[src/rtl/alu_operand_stage.sv]
// rtl/alu_operand_stage.sv - operand staging stage feeding the ALU
//
// Purpose:
//   Fetches two operands through the single register-file read port (A first,
//   then B), applies a one-bit shifter to B and the asel/bsel source muxes, and
//   presents Ain/Bin to the ALU under a valid/ready handshake.
//
// Ports:
//   clk      in   1      rising-edge clock
//   reset_n  in   1      asynchronous active-low reset
//   start    in   1      request a new operand fetch (sampled only when accepted)
//   rn       in   RSEL   register number for operand A
//   rm       in   RSEL   register number for operand B
//   shift    in   2      shifter op on B: 00 none, 01 LSL1, 10 LSR1, 11 ASR1
//   asel     in   1      1: Ain = 0, 0: Ain = A register
//   bsel     in   1      1: Bin = sximm5, 0: Bin = shifted B register
//   sximm5   in   WIDTH  sign-extended immediate, captured on accept
//   readnum  out  RSEL   register-file read select
//   rd_data  in   WIDTH  register-file read data (combinational from readnum)
//   Ain      out  WIDTH  ALU operand A
//   Bin      out  WIDTH  ALU operand B
//   valid    out  1      Ain/Bin valid for the ALU
//   ready    in   1      ALU consumes the operands this cycle
//   busy     out  1      stage is not idle

module alu_operand_stage #(
  parameter int WIDTH = 16,
  parameter int RSEL  = 3
) (
  input  logic             clk,
  input  logic             reset_n,
  input  logic             start,
  input  logic [RSEL-1:0]  rn,
  input  logic [RSEL-1:0]  rm,
  input  logic [1:0]       shift,
  input  logic             asel,
  input  logic             bsel,
  input  logic [WIDTH-1:0] sximm5,
  output logic [RSEL-1:0]  readnum,
  input  logic [WIDTH-1:0] rd_data,
  output logic [WIDTH-1:0] Ain,
  output logic [WIDTH-1:0] Bin,
  output logic             valid,
  input  logic             ready,
  output logic             busy
);

  typedef enum logic [1:0] {
    S_IDLE = 2'd0,
    S_RD_A = 2'd1,
    S_RD_B = 2'd2,
    S_OUT  = 2'd3
  } state_t;

  localparam logic [1:0] SH_NONE = 2'b00;
  localparam logic [1:0] SH_LSL1 = 2'b01;
  localparam logic [1:0] SH_LSR1 = 2'b10;
  localparam logic [1:0] SH_ASR1 = 2'b11;

  state_t           r_state;
  state_t           w_state_nxt;

  logic [WIDTH-1:0] r_a;
  logic [WIDTH-1:0] r_b;
  logic [RSEL-1:0]  r_rn_q;
  logic [RSEL-1:0]  r_rm_q;
  logic [1:0]       r_shift_q;
  logic             r_asel_q;
  logic             r_bsel_q;
  logic [WIDTH-1:0] r_sximm5_q;

  logic             w_accept;
  logic             w_ld_a;
  logic             w_ld_b;
  logic [WIDTH-1:0] w_b_shifted;

  // A new request is only taken when the stage is empty or when the current
  // result is being consumed this cycle; starts during a fetch are dropped.
  assign w_accept = start && ((r_state == S_IDLE) ||
                              ((r_state == S_OUT) && ready));

  // State register
  always_ff @(posedge clk or negedge reset_n) begin
    if (!reset_n) begin
      r_state <= S_IDLE;
    end else begin
      r_state <= w_state_nxt;
    end
  end

  // Next-state and outputs
  always_comb begin
    w_state_nxt = r_state;
    readnum     = '0;
    valid       = 1'b0;
    w_ld_a      = 1'b0;
    w_ld_b      = 1'b0;
    case (r_state)
      S_IDLE: begin
        if (w_accept) begin
          w_state_nxt = S_RD_A;
        end
      end
      S_RD_A: begin
        readnum     = r_rn_q;
        w_ld_a      = 1'b1;
        w_state_nxt = S_RD_B;
      end
      S_RD_B: begin
        readnum     = r_rm_q;
        w_ld_b      = 1'b1;
        w_state_nxt = S_OUT;
      end
      S_OUT: begin
        valid = 1'b1;
        if (ready) begin
          w_state_nxt = w_accept ? S_RD_A : S_IDLE;
        end
      end
      default: begin
        w_state_nxt = S_IDLE;
      end
    endcase
  end

  assign busy = (r_state != S_IDLE);

  // Request fields are captured only on accept so Ain/Bin stay frozen while
  // valid is high, whatever the inputs do.
  always_ff @(posedge clk or negedge reset_n) begin
    if (!reset_n) begin
      r_rn_q     <= '0;
      r_rm_q     <= '0;
      r_shift_q  <= SH_NONE;
      r_asel_q   <= 1'b0;
      r_bsel_q   <= 1'b0;
      r_sximm5_q <= '0;
    end else if (w_accept) begin
      r_rn_q     <= rn;
      r_rm_q     <= rm;
      r_shift_q  <= shift;
      r_asel_q   <= asel;
      r_bsel_q   <= bsel;
      r_sximm5_q <= sximm5;
    end
  end

  // Operand registers
  always_ff @(posedge clk or negedge reset_n) begin
    if (!reset_n) begin
      r_a <= '0;
      r_b <= '0;
    end else begin
      if (w_ld_a) begin
        r_a <= rd_data;
      end
      if (w_ld_b) begin
        r_b <= rd_data;
      end
    end
  end

  // One-bit shifter on B
  always_comb begin
    w_b_shifted = r_b;
    case (r_shift_q)
      SH_NONE: w_b_shifted = r_b;
      SH_LSL1: w_b_shifted = {r_b[WIDTH-2:0], 1'b0};
      SH_LSR1: w_b_shifted = {1'b0, r_b[WIDTH-1:1]};
      SH_ASR1: w_b_shifted = {r_b[WIDTH-1], r_b[WIDTH-1:1]};
      default: w_b_shifted = r_b;
    endcase
  end

  // Source muxes
  assign Ain = r_asel_q ? '0 : r_a;
  assign Bin = r_bsel_q ? r_sximm5_q : w_b_shifted;

endmodule

[config.mk]
export PLATFORM = sky130hd
export DESIGN_NAME = alu_operand_stage
export DESIGN_NICKNAME = d
export VERILOG_FILES = /design/src/rtl/alu_operand_stage.sv
export SDC_FILE = /design/constraint.sdc
export NUM_CORES = 1
export LEC_CHECK = 0
export ABC_AREA = 1
export CAP_MARGIN = 20
export CORE_UTILIZATION = 40
export DETAILED_ROUTE_END_ITERATION = 6
export PLACE_DENSITY = 0.79
export SLEW_MARGIN = 20
export SYNTH_ARGS = -nofsm -noshare
export SYNTH_HDL_FRONTEND = slang
export SYNTH_SLANG_ARGS = --single-unit
[constraint.sdc]
create_clock -name clk -period 1.9 [get_ports clk]
set_clock_uncertainty 0.2 [all_clocks]
set_input_delay 0.57 -clock clk [delete_from_list [all_inputs] [get_ports clk]]
set_output_delay 0.57 -clock clk [all_outputs]
set_load 0.02 [all_outputs]
After elaboration in Yosys (flattened, before gate mapping):

Cells that the tools add are included.

* bits in registers: 60
* input port bits: 46
* logic and storage cells: 35

* eq/ne operators: 8
* mux-type cells: 11
* reduce and logical (&&, ||, !) cells: 7

Operator list (count)
* $pmux 16 s4: 1
* $mux 16: 2
* $eq 2x2->1 const B: 4
* $pmux 2 s4: 1
* $pmux 3 s2: 1
* $eq 2x1->1 const B: 2
* $logic_not 2->1: 2
* $mux 1: 4
* $mux 2: 2
* $ne 2x2->1 const B: 2
* $logic_and 1x1->1: 2
* $reduce_and 2->1: 1
* $reduce_bool 2->1: 1
* $logic_or 1x1->1: 1

Depth between registers and ports, before layout:

* depth after elaboration: 7
* depth in mapped cells: 8
* depth with buffers taken out: 7

Least setup slack after synthesis:

OpenSTA, ideal clock, no wires.

* kind: reg2out
* from: register r_state[0]
* to: output readnum[2]
* data arrival time: 1341 ps
* setup slack: -211 ps
* cell stages (with the launch flop): 7
* cells stage by stage: dfrtp_1 > inv_1 > ha_1 > buf_6 > buf_6 > nand2_1 > a21oi_1

* cells in the longest elaborated chain, start to end: 2
* elaborated cells between the ends (all ways): 3
* those cells by class: eq/ne: 2; mux: 1

Ends and longest elaborated chain
* start: declaration: line 60 `state_t r_state;`
* start signal: assignment: line 87 `r_state <= w_state_nxt;`
* $eq 2x2->1 or $eq 2x1->1 (tied branches): line 98 `case (r_state)`
* $pmux 3 s2 *: line 98
* end: declaration: line 39 `output logic [RSEL-1:0] readnum,`

Mark *: on every way between the ends. The rest lies on a longest branch, timed or not.

Worst setup path after layout:

* from: register r_shift_q[0]
* to: output Bin[14]

* cells in the longest elaborated chain, start to end: 3
* elaborated cells between the ends (all ways): 6
* those cells by class: eq/ne: 3; mux: 2; reduce/logical: 1

Ends and longest elaborated chain
* start: declaration: line 67 `logic [1:0] r_shift_q;`
* start signal: assignment: line 141 `r_shift_q <= shift;`
* $eq 2x2->1 (tied with other cells): line 166 `case (r_shift_q)`
* $pmux 16 s4 *: line 166
* $mux 16 *: line 177 `assign Bin = r_bsel_q ? r_sximm5_q : w_b_shifted;`
* end: declaration: line 42 `output logic [WIDTH-1:0] Bin,`

Marked as above.

==> summary.txt <==
Dpl cells: 576
Detail Route Antenna Nets: 0
Sw Ratio: 44.0%
Root Buffer: clkbuf_8
CP Buf/Inv Count: 4
Clock transition at path regs: 70 ps
CP Capture Type: output port
Delay-heaviest family, CP: flip-flops
Part of the power in the clock network: 12.5%
Top-count cell post-synth: nand2_1
Crit-path max cell delay: 490 ps
Largest net degree at the start of global routing: 38
Count of final hold-check violations: 0
PwrDens: 2040 nW/um^2
DR WL/cell: 14.4 um
Worst Path Class, Setup: flip-flop to output port
Grt ovf: 0
DP Area: 4230 um^2
#FFs+latches synth: 60
Area contributors post-synth: dfrtp_1 47%, nand2_1 13%, nand3_1 9.0%
Area fraction of the dominant cell type after synthesis: 47.3%
Leak Pwr: 2.42 nW
Seq/Total Area, Yosys: 47.3%
DIE WIDTH: 91.1 um
P&R area growth vs syn: 58.7%
Max Clock Freq: 427 MHz
Detailed Routing Iterations Pass 1: 5
Internal Power: 5.74 mW
Layout Cells excl Fill: 613
Worst min-delay path class: flip-flop to flip-flop
Post-synth top cells: 114 x nand2_1, 60 x dfrtp_1, 57 x nand3_1, 37 x inv_1, 21 x nor2_1
Unique masters post-synth: 21
First-pass GRT wire length: 14.5 mm
Post-synthesis cell type with the largest combined area: dfrtp_1
CTS tree: yes
Status: finished with violations
Mapped Cells: 390
Worst VDD drop: 1.25 mV
CTS sink count: 60
Crit-path slowest cell: dfrtp_2
Core Area: 7690 um^2
CP Cell Sequence: nor2_4, buf_6, buf_6, nand2_2, nand3_2, nand2_2, inv_2, buf_6
Net Sw Power: 4.51 mW
# rows: 32
Number of port buffers: 82
# setup viols final: 36
Worst-skew pair later-pin latency: 340 ps
Final nets: 557
Post-Syn Nets: 441
RSZ-0062 raised after global routing: true
H-tree depth: 3
Critical Path RT: 1130 ps
Final RePlAce weighted congestion: 0.836
Post-synth EDFFs: 0
Initial DRC Count: 225
Starting Density: 41.3%
Post-synth ARST share: 100%
Fin crit share: 123%
Vias: 3071
Avg Cell Area, Syn: 8.14 um^2
Vias in the first global route: 3105
Layout cells sized above 1: 39.9%
CTS Buffer Depth: 2
Boundary Pins: 83
Total GRT Usage: 22.3%
Tot Pwr: 10.3 mW
Max-slew violation count: 0
Reg power frac: 24.1%
Synth Flop Type: dfrtp_1
Worst setup margin: -441 ps
Drc violations: 0
Worst slew pin tran: 403 ps
Clock period minus worst slack: 2340 ps
Gate power share: 63.4%
HPWL after DPL: 5.77 mm
Post-Route WL: 8.81 mm
Die area: 8300 um^2
Die height: 91.1 um
DP Worst Slack: -499 ps
Via/cell ratio: 5.01
Final Instance Area: 5040 um^2
Crit start category: flip-flop
Failing checks: setup timing
# diodes: 0
Mapped cell area: 3170 um^2
Crit path arrival time: 1570 ps
Synthesis Warnings: 0
CTS Buf Count: 9
Critical path peak fanout: 4
Initial antenna violation count: 0
Max Cap Viol: 0
Slew headroom: 73.1%
CP most frequent cell: buf_6
-- stage by stage --
stage	utilization (%)	TNS (ps)	hold WS, ps
after global routing	65.5	-10630	289
after CTS	63.0	-8840	268
after global placement	55.0	-11140	248
final	65.5	-8560	269
after detailed placement	55.0	-11830	252
after floorplan	-	-30.0	74.4
-- final cells by class --
type | count | area (um^2)
clock buffer | 12 | 145
clock inverter | 4 | 72.6
fill | 615 | 2650
inverter | 39 | 156
multi-input combinational | 268 | 1750
sequential | 60 | 1510
tap | 102 | 128
timing repair buffer | 128 | 1280
-- registers in the layout, indices dropped and copies added, names as in the netlist --
signal,cells
r_a,16
r_b,16
r_sximm5_q,16
r_rm_q,3
r_rn_q,3
r_shift_q,2
r_state,2
r_asel_q,1
r_bsel_q,1
-- cell usage in the layout (no fill, tap or decap), types with 6 or more instances in the layout --
cell,instances
a21oi_2,6
nand3_2,14
o21ai_0,16
buf_4,32
inv_2,9
nand2_4,7
or2_2,7
mux2_2,16
dfrtp_1,57
nand2_1,93
clkdlybuf4s50_1,44
nand3_1,43
inv_1,28
nor2_4,17
buf_6,47
clkbuf_8,10
nand2_2,16
a21oi_1,9
-- path summary, 6_finish.rpt --
path	slack, ps	to	start	cells past startpoint
setup / recovery	-440	Bin[14]	r_shift_q[0]	8
max in group asynchronous	470	r_shift_q[1]	reset_n	3
hold / removal	270	r_sximm5_q[14]	r_sximm5_q[14]	2
hold reg to reg	270	r_sximm5_q[14]	r_sximm5_q[14]	2
setup reg to reg	140	r_bsel_q	r_state[0]	9
min in group asynchronous	480	r_a[8]	reset_n	2
-- power by group through the flow --
stage | Sequential (mW) | Clock [mW] | Combinational, mW
floorplan | 2.22 | 0 | 3.32
global placement | 2.36 | 0 | 5.01
detailed placement | 2.38 | 0 | 5.07
CTS | 2.42 | 1.30 | 5.99
global route | 2.54 | 1.36 | 7.02
finish | 2.48 | 1.28 | 6.50
-- worst reg2reg max path: stages, from the launching register on --
cell and delay (ps):
dfrtp_1 410, inv_2 120, ha_4 160, inv_2 40, buf_4 120, buf_4 130
nand2_4 100, nand2_4 190, nand2_1 120, nand2_1 60
-- layer usage --
| metal | up-vias | track usage (%) | wire, um |
|---|---|---|---|
| li1 | 1461 | - | - |
| met1 | 1471 | 27.0 | 3640 |
| met2 | 113 | 38.6 | 4460 |
| met3 | 26 | 4.69 | 472 |
| met4 | 0 | 8.60 | 238 |
| met5 | - | 0 | 0 |
-- logic make-up (layout without fill, tap and decap cells) --
group                      after synthesis  in the layout  share of synthesized area [%]
adders and majority gates                5              5                           1.97
and+or+nand+nor                        209            210                           29.0
AOI/OAI and AO/OA                       37             37                           5.83
muxes                                   16             16                           5.68
buffers and inverters                   63            183                           10.2
DFF                                     60             60                           47.3
-- what timing repair did --
action,4_1_cts,5_1_grt
resized for setup,274,57
hold buffers,1,0
endpoints found under the setup margin,37,37
hold endpoints to repair,15,0
setup buffers,20,0
gates cloned,2,0
pin swaps,15,21
Power figures use the tool's default switching activity.
